[config.mk]
export PLATFORM = sky130hd
export DESIGN_NAME = dram_iaram_packer_flat
export DESIGN_NICKNAME = d
export VERILOG_FILES = /design/src/rtl/dram_iaram_packer_if.sv /design/src/rtl/dram_iaram_packer.sv /design/src/flat_wrapper.sv
export SDC_FILE = /design/constraint.sdc
export NUM_CORES = 1
export LEC_CHECK = 0
export CORE_MARGIN = 2
export CORE_UTILIZATION = 54
export DETAILED_ROUTE_END_ITERATION = 16
export MAX_ROUTING_LAYER = met4
export PLACE_DENSITY = 0.86
export REMOVE_ABC_BUFFERS = 1
export SETUP_SLACK_MARGIN = 0.02
export SLEW_MARGIN = 10
export SYNTH_ARGS = -nofsm -noshare
export SYNTH_HDL_FRONTEND = slang
export SYNTH_SLANG_ARGS = --single-unit
[constraint.sdc]
create_clock -name clk -period 4.5 [get_ports clk]
set_input_delay 1.35 -clock clk [delete_from_list [all_inputs] [get_ports clk]]
set_output_delay 1.35 -clock clk [all_outputs]
set_load 0.1 [all_outputs]
[src/rtl/dram_iaram_packer_if.sv]
// Element-in / beat-out stream bundle for the IARAM packer.
// master drives elements and beat ready; slave is the packer.
interface dram_iaram_packer_if #(
  parameter int NUM_DATA = 4,
  parameter int DATA_W   = 16,
  parameter int IDX_W    = 4,
  parameter int CH_W     = 4
);
  logic                       in_valid;
  logic                       in_ready;
  logic [DATA_W-1:0]          in_data;
  logic [IDX_W-1:0]           in_index;
  logic                       in_zero;
  logic                       in_last;
  logic                       out_valid;
  logic                       out_ready;
  logic [NUM_DATA*DATA_W-1:0] out_data;
  logic [NUM_DATA*IDX_W-1:0]  out_indices;
  logic [NUM_DATA-1:0]        out_mask;
  logic [CH_W-1:0]            out_channel;
  logic                       out_last;

  modport master (
    output in_valid, in_data, in_index,
    output in_zero, in_last, out_ready,
    input  in_ready, out_valid, out_data,
    input  out_indices, out_mask,
    input  out_channel, out_last
  );

  modport slave (
    input  in_valid, in_data, in_index,
    input  in_zero, in_last, out_ready,
    output in_ready, out_valid, out_data,
    output out_indices, out_mask,
    output out_channel, out_last
  );
endinterface

[src/rtl/dram_iaram_packer.sv]
// Packs per-channel compressed elements into masked IARAM beats.
// Optional PACKER_STATS_EN adds beat/element counters.
module dram_iaram_packer #(
  parameter int NUM_DATA = 4,
  parameter int DATA_W   = 16,
  parameter int IDX_W    = 4,
  parameter int CH_W     = 4,
  parameter int MAX_COMP = 16
) (
  input  logic              clk,
  input  logic              rst,
  input  logic              start,
  input  logic [CH_W:0]     num_channels,
  dram_iaram_packer_if.slave bus,
  output logic              busy,
  output logic              done,
  output logic              overflow_err
`ifdef PACKER_STATS_EN
  ,
  output logic [15:0]       stat_beats,
  output logic [15:0]       stat_elems
`endif
);

  localparam int FW = $clog2(NUM_DATA + 1);
  localparam int EW = $clog2(MAX_COMP + 1);

  typedef enum logic [1:0] {
    S_IDLE,
    S_FILL,
    S_SEND,
    S_DONE
  } state_t;

  state_t            state_q, state_d;
  logic [FW-1:0]     fill_cnt_q, fill_cnt_d;
  logic [EW-1:0]     elem_cnt_q, elem_cnt_d;
  logic [CH_W:0]     chan_cnt_q, chan_cnt_d;
  logic [CH_W:0]     num_ch_q, num_ch_d;
  logic [DATA_W-1:0] data_q [NUM_DATA];
  logic [DATA_W-1:0] data_d [NUM_DATA];
  logic [IDX_W-1:0]  idx_q  [NUM_DATA];
  logic [IDX_W-1:0]  idx_d  [NUM_DATA];
  logic [NUM_DATA-1:0] mask_q, mask_d;
  logic              last_q, last_d;
  logic              ovf_q, ovf_d;
  logic              send;
  logic              beat_hs;

  assign send    = (state_q == S_SEND);
  assign beat_hs = send && bus.out_ready;

  // next-state, slot fill and handshake bookkeeping
  always_comb begin
    state_d      = state_q;
    fill_cnt_d   = fill_cnt_q;
    elem_cnt_d   = elem_cnt_q;
    chan_cnt_d   = chan_cnt_q;
    num_ch_d     = num_ch_q;
    data_d       = data_q;
    idx_d        = idx_q;
    mask_d       = mask_q;
    last_d       = last_q;
    ovf_d        = ovf_q;
    bus.in_ready = 1'b0;
    unique case (state_q)
      S_IDLE: begin
        if (start) begin
          num_ch_d   = num_channels;
          chan_cnt_d = '0;
          elem_cnt_d = '0;
          fill_cnt_d = '0;
          ovf_d      = 1'b0;
          state_d    = (num_channels == '0) ? S_DONE : S_FILL;
        end
      end
      S_FILL: begin
        bus.in_ready = 1'b1;
        if (bus.in_valid) begin
          if (!bus.in_zero) begin
            if (elem_cnt_q < EW'(MAX_COMP)) begin
              for (int i = 0; i < NUM_DATA; i++) begin
                if (fill_cnt_q == FW'(i)) begin
                  data_d[i] = bus.in_data;
                  idx_d[i]  = bus.in_index;
                  mask_d[i] = 1'b1;
                end
              end
              fill_cnt_d = fill_cnt_q + FW'(1);
              elem_cnt_d = elem_cnt_q + EW'(1);
            end else begin
              ovf_d = 1'b1;
            end
          end
          if (fill_cnt_d == FW'(NUM_DATA) || bus.in_last) begin
            last_d  = bus.in_last;
            state_d = S_SEND;
          end
        end
      end
      S_SEND: begin
        if (bus.out_ready) begin
          fill_cnt_d = '0;
          mask_d     = '0;
          last_d     = 1'b0;
          for (int i = 0; i < NUM_DATA; i++) begin
            data_d[i] = '0;
            idx_d[i]  = '0;
          end
          state_d = S_FILL;
          if (last_q) begin
            elem_cnt_d = '0;
            chan_cnt_d = chan_cnt_q + 1'b1;
            if (chan_cnt_q + 1'b1 == num_ch_q) begin
              state_d = S_DONE;
            end
          end
        end
      end
      S_DONE: begin
        state_d = S_IDLE;
      end
      default: begin
        state_d = S_IDLE;
      end
    endcase
  end

  // state and slot registers
  always_ff @(posedge clk) begin
    if (rst) begin
      state_q    <= S_IDLE;
      fill_cnt_q <= '0;
      elem_cnt_q <= '0;
      chan_cnt_q <= '0;
      num_ch_q   <= '0;
      mask_q     <= '0;
      last_q     <= 1'b0;
      ovf_q      <= 1'b0;
      for (int i = 0; i < NUM_DATA; i++) begin
        data_q[i] <= '0;
        idx_q[i]  <= '0;
      end
    end else begin
      state_q    <= state_d;
      fill_cnt_q <= fill_cnt_d;
      elem_cnt_q <= elem_cnt_d;
      chan_cnt_q <= chan_cnt_d;
      num_ch_q   <= num_ch_d;
      mask_q     <= mask_d;
      last_q     <= last_d;
      ovf_q      <= ovf_d;
      for (int i = 0; i < NUM_DATA; i++) begin
        data_q[i] <= data_d[i];
        idx_q[i]  <= idx_d[i];
      end
    end
  end

  // beat presentation, blanked outside SEND
  always_comb begin
    bus.out_data    = '0;
    bus.out_indices = '0;
    for (int i = 0; i < NUM_DATA; i++) begin
      if (send) begin
        bus.out_data[i*DATA_W +: DATA_W] = data_q[i];
        bus.out_indices[i*IDX_W +: IDX_W] = idx_q[i];
      end
    end
    bus.out_valid   = send;
    bus.out_mask    = send ? mask_q : '0;
    bus.out_last    = send & last_q;
    bus.out_channel = send ? chan_cnt_q[CH_W-1:0] : '0;
  end

  assign busy         = (state_q != S_IDLE);
  assign done         = (state_q == S_DONE);
  assign overflow_err = ovf_q;

`ifdef PACKER_STATS_EN
  logic [15:0] stat_beats_q, stat_beats_d;
  logic [15:0] stat_elems_q, stat_elems_d;
  logic [16:0] elem_sum;

  // saturating beat / element counters
  always_comb begin
    stat_beats_d = stat_beats_q;
    stat_elems_d = stat_elems_q;
    elem_sum     = {1'b0, stat_elems_q};
    for (int i = 0; i < NUM_DATA; i++) begin
      elem_sum = elem_sum + 17'(mask_q[i]);
    end
    if (state_q == S_IDLE && start) begin
      stat_beats_d = '0;
      stat_elems_d = '0;
    end else if (beat_hs) begin
      if (stat_beats_q != 16'hFFFF) begin
        stat_beats_d = stat_beats_q + 16'd1;
      end
      stat_elems_d = elem_sum[16] ? 16'hFFFF : elem_sum[15:0];
    end
  end

  // counter registers
  always_ff @(posedge clk) begin
    if (rst) begin
      stat_beats_q <= '0;
      stat_elems_q <= '0;
    end else begin
      stat_beats_q <= stat_beats_d;
      stat_elems_q <= stat_elems_d;
    end
  end

  assign stat_beats = stat_beats_q;
  assign stat_elems = stat_elems_q;
`else
  logic unused_hs;
  assign unused_hs = beat_hs;
`endif

endmodule
[src/flat_wrapper.sv]
// flat-port wrapper written by rule: the top's interface ports become plain ports
module dram_iaram_packer_flat 
#(
  parameter int NUM_DATA = 4,
  parameter int DATA_W   = 16,
  parameter int IDX_W    = 4,
  parameter int CH_W     = 4,
  parameter int MAX_COMP = 16
)
  (clk, rst, start, num_channels, busy, done, overflow_err, bus_in_valid, bus_in_data, bus_in_index, bus_in_zero, bus_in_last, bus_out_ready, bus_in_ready, bus_out_valid, bus_out_data, bus_out_indices, bus_out_mask, bus_out_channel, bus_out_last);
  dram_iaram_packer_if #(.NUM_DATA(NUM_DATA), .DATA_W(DATA_W), .IDX_W(IDX_W), .CH_W(CH_W)) bus_i ();
  input  logic clk;
  input  logic rst;
  input  logic start;
  input  logic [CH_W:0] num_channels;
  output logic busy;
  output logic done;
  output logic overflow_err;
  input wire logic [$bits(bus_i.in_valid)-1:0] bus_in_valid;
  input wire logic [$bits(bus_i.in_data)-1:0] bus_in_data;
  input wire logic [$bits(bus_i.in_index)-1:0] bus_in_index;
  input wire logic [$bits(bus_i.in_zero)-1:0] bus_in_zero;
  input wire logic [$bits(bus_i.in_last)-1:0] bus_in_last;
  input wire logic [$bits(bus_i.out_ready)-1:0] bus_out_ready;
  output wire logic [$bits(bus_i.in_ready)-1:0] bus_in_ready;
  output wire logic [$bits(bus_i.out_valid)-1:0] bus_out_valid;
  output wire logic [$bits(bus_i.out_data)-1:0] bus_out_data;
  output wire logic [$bits(bus_i.out_indices)-1:0] bus_out_indices;
  output wire logic [$bits(bus_i.out_mask)-1:0] bus_out_mask;
  output wire logic [$bits(bus_i.out_channel)-1:0] bus_out_channel;
  output wire logic [$bits(bus_i.out_last)-1:0] bus_out_last;
  assign bus_i.in_valid = bus_in_valid;
  assign bus_i.in_data = bus_in_data;
  assign bus_i.in_index = bus_in_index;
  assign bus_i.in_zero = bus_in_zero;
  assign bus_i.in_last = bus_in_last;
  assign bus_i.out_ready = bus_out_ready;
  assign bus_in_ready = bus_i.in_ready;
  assign bus_out_valid = bus_i.out_valid;
  assign bus_out_data = bus_i.out_data;
  assign bus_out_indices = bus_i.out_indices;
  assign bus_out_mask = bus_i.out_mask;
  assign bus_out_channel = bus_i.out_channel;
  assign bus_out_last = bus_i.out_last;
  dram_iaram_packer #(.NUM_DATA(NUM_DATA), .DATA_W(DATA_W), .IDX_W(IDX_W), .CH_W(CH_W), .MAX_COMP(MAX_COMP)) u_core (.clk(clk), .rst(rst), .start(start), .num_channels(num_channels), .bus(bus_i), .busy(busy), .done(done), .overflow_err(overflow_err));
endmodule
# After elaboration in Yosys (flattened, before gate mapping)
# Cells that the tools add are included.
[word_totals]
regBits = 106
rom_bits = 0
mem_count = 0
elab_cells = 137
output_inout_bits = 94
latchBits = 0
ram_bits = 0
[classes]
addsub = 3
shifts = 0
div = 0
bitwise = 1
n_reduce_logical = 20
n_lt_le_gt_ge = 1
mul = 0
mux = 73
n_eq_ne = 20
[ops]
columns = ["op", "count"]
rows = [
  ["64-bit 2-to-1 mux", 4],
  ["16-bit 2-to-1 mux", 12],
  ["64-bit case mux with 2 select lines", 1],
  ["4-bit 2-to-1 mux", 14],
  ["5-bit 2-to-1 mux", 8],
  ["16-bit case mux with 2 select lines", 1],
  ["6-bit AND reduction", 4],
  ["3-bit 2-to-1 mux", 7],
  ["4-bit AND reduction", 4],
  ["5-bit case mux with 3 select lines", 1],
  ["2-bit 2-to-1 mux", 7],
  ["2-bit by 1-bit inequality test with 1-bit output (second input constant)", 7],
  ["1-bit 2-to-1 mux", 12],
  ["5-bit by 1-bit adder with 5-bit output (second input constant)", 2],
  ["2-bit inequality test (second input constant)", 5],
  ["5-bit case mux with 2 select lines", 1],
  ["3-bit case mux with 3 select lines", 1],
  ["2-bit case mux with 4 select lines", 1],
  ["4-bit case mux with 2 select lines", 1],
  ["2-bit nonzero test", 4],
  ["7-bit AND reduction", 1],
  ["3-bit by 2-bit equality test with 1-bit output (second input constant)", 2],
  ["5-bit equality test", 1],
  ["5-bit zero test", 1],
  ["14 further kinds", 16],
]

# Logic depth before layout (Yosys ltp)
# Gate-level depths: netlist (run 1).
[depth]
word_depth = 10
depth_mapped = 8

# Least setup slack after synthesis (run 1)
# OpenSTA, ideal clock, no wires.
[synth_timing]
kind = "flip-flop to output port"
from = "register u_core.state_q[1]"
to = "output port bus_out_data[49]"
required_ns = 3.150
stages_incl_launch_ff = 6
arrival_time_ns = 2.507
n_path_buf = 2
path_slack_ns = 0.643
cell_sequence = "dfxtp_1 > buf_6 > nand2b_2 > inv_2 > clkbuf_1 > and2_1"
[synth_between]
elab_chain_len = 2
[synth_lines]
columns = ["element", "line", "source"]
rows = [
  ["start: declaration", "dram_iaram_packer.sv:35", "state_t state_q, state_d;"],
  ["start signal: assignment", "dram_iaram_packer.sv:145", "state_q <= state_d;"],
  ["2-bit equality test", "dram_iaram_packer.sv:50", "assign send = (state_q == S_SEND);"],
  ["named net bus_out_valid", "flat_wrapper.sv:26", "output wire logic [$bits(bus_i.out_valid)-1:0] bus_out_valid;"],
  ["16-bit 2-to-1 mux", "dram_iaram_packer.sv:165", "if (send) begin"],
  ["end: declaration", "flat_wrapper.sv:27", "output wire logic [$bits(bus_i.out_data)-1:0] bus_out_data;"],
]
# The timed path passes the listed nets, and every way through them passes these cells.

# Worst setup path after layout (run 1)
[layout_timing]
from = "register u_core.state_q[0]"
to = "output port bus_out_indices[1]"
[layout_between]
elab_chain_len = 2
[layout_lines]
columns = ["element", "line", "source"]
rows = [
  ["2-bit equality test", "dram_iaram_packer.sv:50", ""],
  ["4-bit 2-to-1 mux", "dram_iaram_packer.sv:165", ""],
  ["end: declaration", "flat_wrapper.sv:28", "output wire logic [$bits(bus_i.out_indices)-1:0] bus_out_indices;"],
]
# Every way passes these cells.

==> impl_metrics.tcl, run 1 <==
set metrics [dict create \
    cp.required_ns 3.15 \
    slew_violations 0 \
    groute.usage.overall 0.3103 \
    min_path_type "register to register" \
    synth_top_area_frac 0.4028 \
    gp_congestion 0.8920 \
    antenna_found_initial 0 \
    ys_seq_elements 106 \
    switching_share 0.3333 \
    clkPwrFrac 0.293 \
    die_y_um 102.8 \
    dr_total_vias 5277 \
    multi_input_area_um2 2793 \
    syn_inst 655 \
    cts_tree "built" \
    post_drt_wl_per_cell_um 18.03 \
    synth_edf_count 0 \
    max_stage_delay_ns 0.77 \
    hold_depth 2 \
    synthArstFlopShare 0 \
    post-route-period-util 0.9163 \
    r2r_cells 6 \
    cts_resized 0 \
    htree_levels 3 \
    drc 0 \
    cts_buffers 9 \
    drive_gt1_frac 0.1764 \
    timing.fmax_ghz 0.2425 \
    cpMaxStageDelayCell "clkinv_2" \
    critical_path_arrival_ns 2.77 \
    ant_nets 0 \
    min_to "u_core.data_q[34]" \
    cap_violations 0 \
    syn_area_um2 5269 \
    layout.nets 771 \
    crit_type "register to output pin" \
    clk_pin_slew_worst_paths_ns 0.11 \
    p_int_mw 1.348 \
    rsz0062_at_grt "no" \
    grt_max_degree 100 \
    portBuffers 125 \
    utilization 0.7767 \
    slew_headroom 0.1990 \
    min_from "u_core.data_q[34]" \
    yosysTopAreaCell "dfxtp_1" \
    drtPass1Iterations 5 \
    path_max_fanout 99 \
    setup_viol 0 \
    min_period_ns 4.123 \
    initial_core_util 0.5466 \
    finalClockSkew_ns 0.01565 \
    die_x_um 102.8 \
    rrSetupSlack_ns 1.24 \
    register_area_um2 2122 \
    finalWirelength_mm 15.68 \
    power_frac_seq 0.501 \
    grt-ovfl-total 0 \
    cts_num_sinks 106 \
    diodes 0 \
    endpoint_kind "output pin" \
    holdBufCountCts 0 \
    synth_warnings 0 \
    status "complete, no violations" \
    num_rows 36 \
    timing.rr.end "u_core.data_q[59]" \
    r2r_start "u_core.state_q[0]" \
    pin_count 126 \
    root_buffer "clkbuf_8" \
    crit_chain "nand2b_2, clkinv_2, and2_1, buf_12" \
    synthToLayoutAreaGrowth_pct 42.10 \
    start_kind "register" \
    seq_area_frac_synth 0.4028 \
    grt_pass1_vias 5133 \
    worst-path-buf-inv 2 \
    ir_drop_v 0.0001892 \
    ys.flop_type "dfxtp_1" \
    drt_iter0_drc 484 \
    grt_pass1_wl_mm 25.08 \
    postCtsSetupBuffers 0 \
    power_frac_comb 0.206 \
    insertion_delay_ns 0.38 \
    die_area_um2 10560 \
    crit_family "buffers and inverters" \
    clock_path_buffers 2 \
    p_per_area_nw_per_um2 270.1 \
    drt-vias-per-instance 6.066 \
    dp_hpwl_mm 10.27 \
    p_sw_mw 0.6740 \
    synth.area.top_cells "dfxtp_1 40%, and2_1 13%, a21oi_1 9.8%" \
    tns_ns 0 \
    power.leakage_nw 2.674 \
    core_area_um2 9639 \
    n_fill_cell 644 \
    synth.avg_cell_area_um2 8.044 \
    tightest_slew_ns 1.202 \
    yosysUniqueCellTypes 49 \
    finalHoldViolations 0 \
]
==> routing by layer <==
layer  vias to the layer above  global-route usage  wire [µm]
met1                      2458              0.3826       6099
li1                       2419                   -          -
met5                         -                   -          0
met4                         0              0.1012        365
met2                       355              0.5118       7703
met3                        45             0.06305       1514
==> metrics by stage <==
stage	area [µm²]	cells	power, mW	setup slack (ns)	hold WS (ns)
4_1_cts	7486	870	2.009	0.6056	0.4858
2_1_floorplan	4938	593	1.281	0.6569	0.4426
3_5_place_dp	7288	854	1.440	0.8936	0.4701
5_1_grt	7487	870	2.090	0.2012	0.5055
3_3_place_gp	7288	854	1.418	1.078	0.4591
6_report	7487	870	2.022	0.3767	0.4853
==> cells in the mapped netlist (2+ instances only) <==
master	n
o31ai_1	3
dfxtp_1	106
buf_6	11
nor2_1	11
nor2b_1	6
mux2i_1	6
nand3_1	89
nand2b_1	3
or4_1	3
nor3_1	2
inv_1	8
buf_2	9
ha_1	7
inv_2	2
or3_1	5
nand2_1	2
buf_1	8
a21o_1	4
o21ai_0	18
nand2b_2	2
a21oi_1	103
o21bai_1	2
and2_1	112
xnor2_1	6
clkbuf_1	33
o21ai_1	70
xor2_1	2
==> tightest hold or removal path, stage by stage, from the launching register on <==
cell and delay, ns:
dfxtp_1 0.32, o21ai_1 0.06, a21oi_1 0.06
==> cells by family after synthesis <==
logic type	after synthesis	share of synthesized area
AND/OR/NAND/NOR	243	0.2650
AO/OA/AOI/OAI	211	0.2161
flip-flops	106	0.4028
buffers and inverters	72	0.06982
XOR/XNOR	8	0.01330
multiplexers	8	0.01639
adder cells (fa/ha/maj)	7	0.01662
==> worst max-delay path by stage <==
stage                       from            endpoint  slack [ns]  depth (start not counted)
5_1_grt        u_core.state_q[0]    bus_out_data[37]        0.20                          4
3_5_place_dp        bus_in_valid     u_core.idx_q[5]        0.89                          6
2_1_floorplan  u_core.state_q[0]  bus_out_channel[0]        0.66                          3
6_report       u_core.state_q[0]  bus_out_indices[1]        0.38                          4
4_1_cts        u_core.state_q[0]     bus_out_mask[1]        0.61                          4
3_3_place_gp        bus_in_valid     u_core.idx_q[1]        1.08                          6
==> power by group through the flow <==
stage / sequential (mW) / combinational, mW / clock (mW)
after CTS: 1.01 / 0.410 / 0.588
after global placement: 1.03 / 0.389 / 0
after floorplan: 1.02 / 0.259 / 0
after detailed placement: 1.03 / 0.408 / 0
after global routing: 1.02 / 0.447 / 0.626
final: 1.01 / 0.417 / 0.592
==> layout make-up <==
cell class	count	share of cell area
repair buffers	128	0.2898
clock buffers	11	0.02022
well taps	133	0.02223
inverters	10	0.005180
clock inverters	5	0.006183
flip-flops and latches	106	0.2834
multi-input cells	477	0.3730
==> flip-flops by register name, indices dropped and copies added (netlist names) <==
register,cells
u_core.chan_cnt_q,5
u_core.fill_cnt_q,3
u_core.overflow_err,1
u_core.elem_cnt_q,5
u_core.num_ch_q,5
u_core.mask_q,4
u_core.idx_q,16
u_core.state_q,2
u_core.data_q,64
u_core.last_q,1
==> layout by cell type (no fill, tap or decap), drive strengths merged, types with 3 or more instances in the layout <==
cell type and instances:
and2 112, dfxtp 106, a21oi 104, buf 95
nand3 89, o21ai 88, clkdlybuf4s50 33, nor2 13
clkbuf 11, inv 11, ha 7, nor2b 6
mux2i 6, xnor2 6, or3 5, nand2b 5
a21o 4, clkinv 4, o31ai 3, or4 3
Note: power is estimated with default switching activity, not from simulation.
==> inputs of run 2 (changes only) <==
CORE_UTILIZATION = 56   (was 54)
CTS_BUF_LIST = sky130_fd_sc_hd__clkbuf_4 sky130_fd_sc_hd__clkbuf_8   (was unset)
PLACE_DENSITY = 0.89   (was 0.86)
==> run 2 against run 1 <==
Effect of this change: first-iteration DRC count shrank 9.5%; design area grew 0.23%; critical path depth grew 1.
==> impl_metrics.tcl, run 2 (synthesis gave the netlist of run 1 again) <==
set metrics [dict create \
    finalHoldViolations 0 \
    power_frac_seq 0.494 \
    rsz0062_at_grt "no" \
    crit_family "buffers and inverters" \
    min_path_type "register to register" \
    cts_tree "built" \
    die_y_um 101.0 \
    groute.usage.overall 0.3284 \
    r2r_start "u_core.state_q[0]" \
    rrSetupSlack_ns 1.61 \
    cts_num_sinks 106 \
    drive_gt1_frac 0.1786 \
    largest_reg_flops 64 \
    critical_path_arrival_ns 2.53 \
    initial_core_util 0.5729 \
    holdBufCountCts 0 \
    cts_buffers 9 \
    postCtsSetupBuffers 0 \
    utilization 0.8161 \
    root_buffer "clkbuf_8" \
    endpoint_kind "output pin" \
    p_sw_mw 0.6665 \
    clkPwrFrac 0.300 \
    min_to "u_core.data_q[47]" \
    cpMaxStageDelayCell "nand2b_2" \
    gp_congestion 0.8931 \
    tns_ns 0 \
    critPathLaunch "u_core.state_q[0]" \
    die_x_um 101.0 \
    clock_path_buffers 2 \
    layout.cells.non_filler 850 \
    portBuffers 125 \
    fin_area_um2 7505 \
    worst-path-buf-inv 3 \
    grt_pass1_wl_mm 25.88 \
    insertion_delay_ns 0.39 \
    p_int_mw 1.382 \
    register_area_um2 2122 \
    slew_headroom 0.2284 \
    min_period_ns 3.878 \
    pin_count 126 \
    final_common_cell "and2_1" \
    dr_total_vias 5329 \
    crit_type "register to output pin" \
    dp_hpwl_mm 10.31 \
    cts_resized 0 \
    max_stage_delay_ns 0.51 \
    diodes 0 \
    cap_violations 0 \
    cp.required_ns 3.15 \
    path_max_fanout 81 \
    top_register "u_core.data_q" \
    finalClockSkew_ns 0.01468 \
    crit_chain "nand2b_2, inv_2, buf_12, and2_1, buf_12" \
    status "complete, no violations" \
    timing.fmax_ghz 0.2579 \
    drc 0 \
    cpMostUsedCell "buf_12" \
    clk_pin_slew_worst_paths_ns 0.10 \
    final_cell_mix "112 x and2_1, 106 x dfxtp_1, 100 x a21oi_1" \
    grt_max_degree 82 \
    post_drt_wl_per_cell_um 18.87 \
    drtPass1Iterations 5 \
    p_per_area_nw_per_um2 273.0 \
    pre_cts_ws_ns 0.9063 \
    drt-vias-per-instance 6.269 \
    grt_pass1_vias 5273 \
    power.leakage_nw 2.693 \
    ir_drop_v 0.0002267 \
    die_area_um2 10200 \
    start_kind "register" \
    multi_input_area_um2 2793 \
    num_rows 35 \
    grt-ovfl-total 0 \
    min_from "u_core.data_q[47]" \
    antenna_found_initial 0 \
    core_area_um2 9196 \
    placed_cells 834 \
    reg_top3 "u_core.data_q (64), u_core.idx_q (16)" \
    setup_slack_ns 0.6219 \
    n_fill_cell 541 \
    power_frac_comb 0.206 \
    post-route-period-util 0.8618 \
    switching_share 0.3254 \
    synthToLayoutAreaGrowth_pct 42.44 \
    placed_cell_area_um2 7298 \
    slew_violations 0 \
    r2r_cells 6 \
    htree_levels 3 \
    ant_nets 0 \
    finalWirelength_mm 16.04 \
    setup_viol 0 \
    tightest_slew_ns 1.157 \
    timing.rr.end "u_core.data_q[14]" \
    drt_iter0_drc 438 \
    hold_depth 2 \
    layout.nets 773 \
]
## run 2: layout make-up
cell class                 instances  share of cell area
clock buffer                      10             0.01751
clock inverter                     6             0.01000
inverter                          10            0.005002
multi-input combinational        477              0.3721
sequential                       106              0.2828
tap                              111             0.01851
timing repair buffer             130              0.2941
## run 2: tightest hold or removal path, stage by stage (launching register included)
cell and delay [ns]:
dfxtp_1 0.32, o21ai_1 0.07, a21oi_1 0.06
## run 2: worst max-delay path by stage
stage	cells after the start	end
CTS	5	bus_out_data[62]
global placement	6	u_core.idx_q[1]
detailed placement	6	u_core.data_q[33]
floorplan	3	bus_out_channel[0]
global route	5	bus_out_data[62]
finish	5	bus_out_data[62]
## run 2: stage by stage
step / power, mW / hold WS [ns]
floorplan: 1.281 / 0.4426
global placement: 1.421 / 0.4602
detailed placement: 1.443 / 0.4665
CTS: 2.039 / 0.4818
global route: 2.120 / 0.5139
finish: 2.049 / 0.4854
## run 2: routing by layer
metal,global-route usage,vias up,wire [µm]
li1,-,2421,-
met1,0.3735,2508,5977
met2,0.5518,341,8113
met3,0.06380,59,1401
met4,0.1642,0,543
met5,-,-,0
## run 2: power by group through the flow
stage	logic (mW)	registers, mW	clock network (mW)
after floorplan	0.259	1.02	0
after global placement	0.393	1.03	0
after detailed placement	0.411	1.03	0
after CTS	0.416	1.01	0.612
after global routing	0.450	1.02	0.653
final	0.422	1.01	0.614
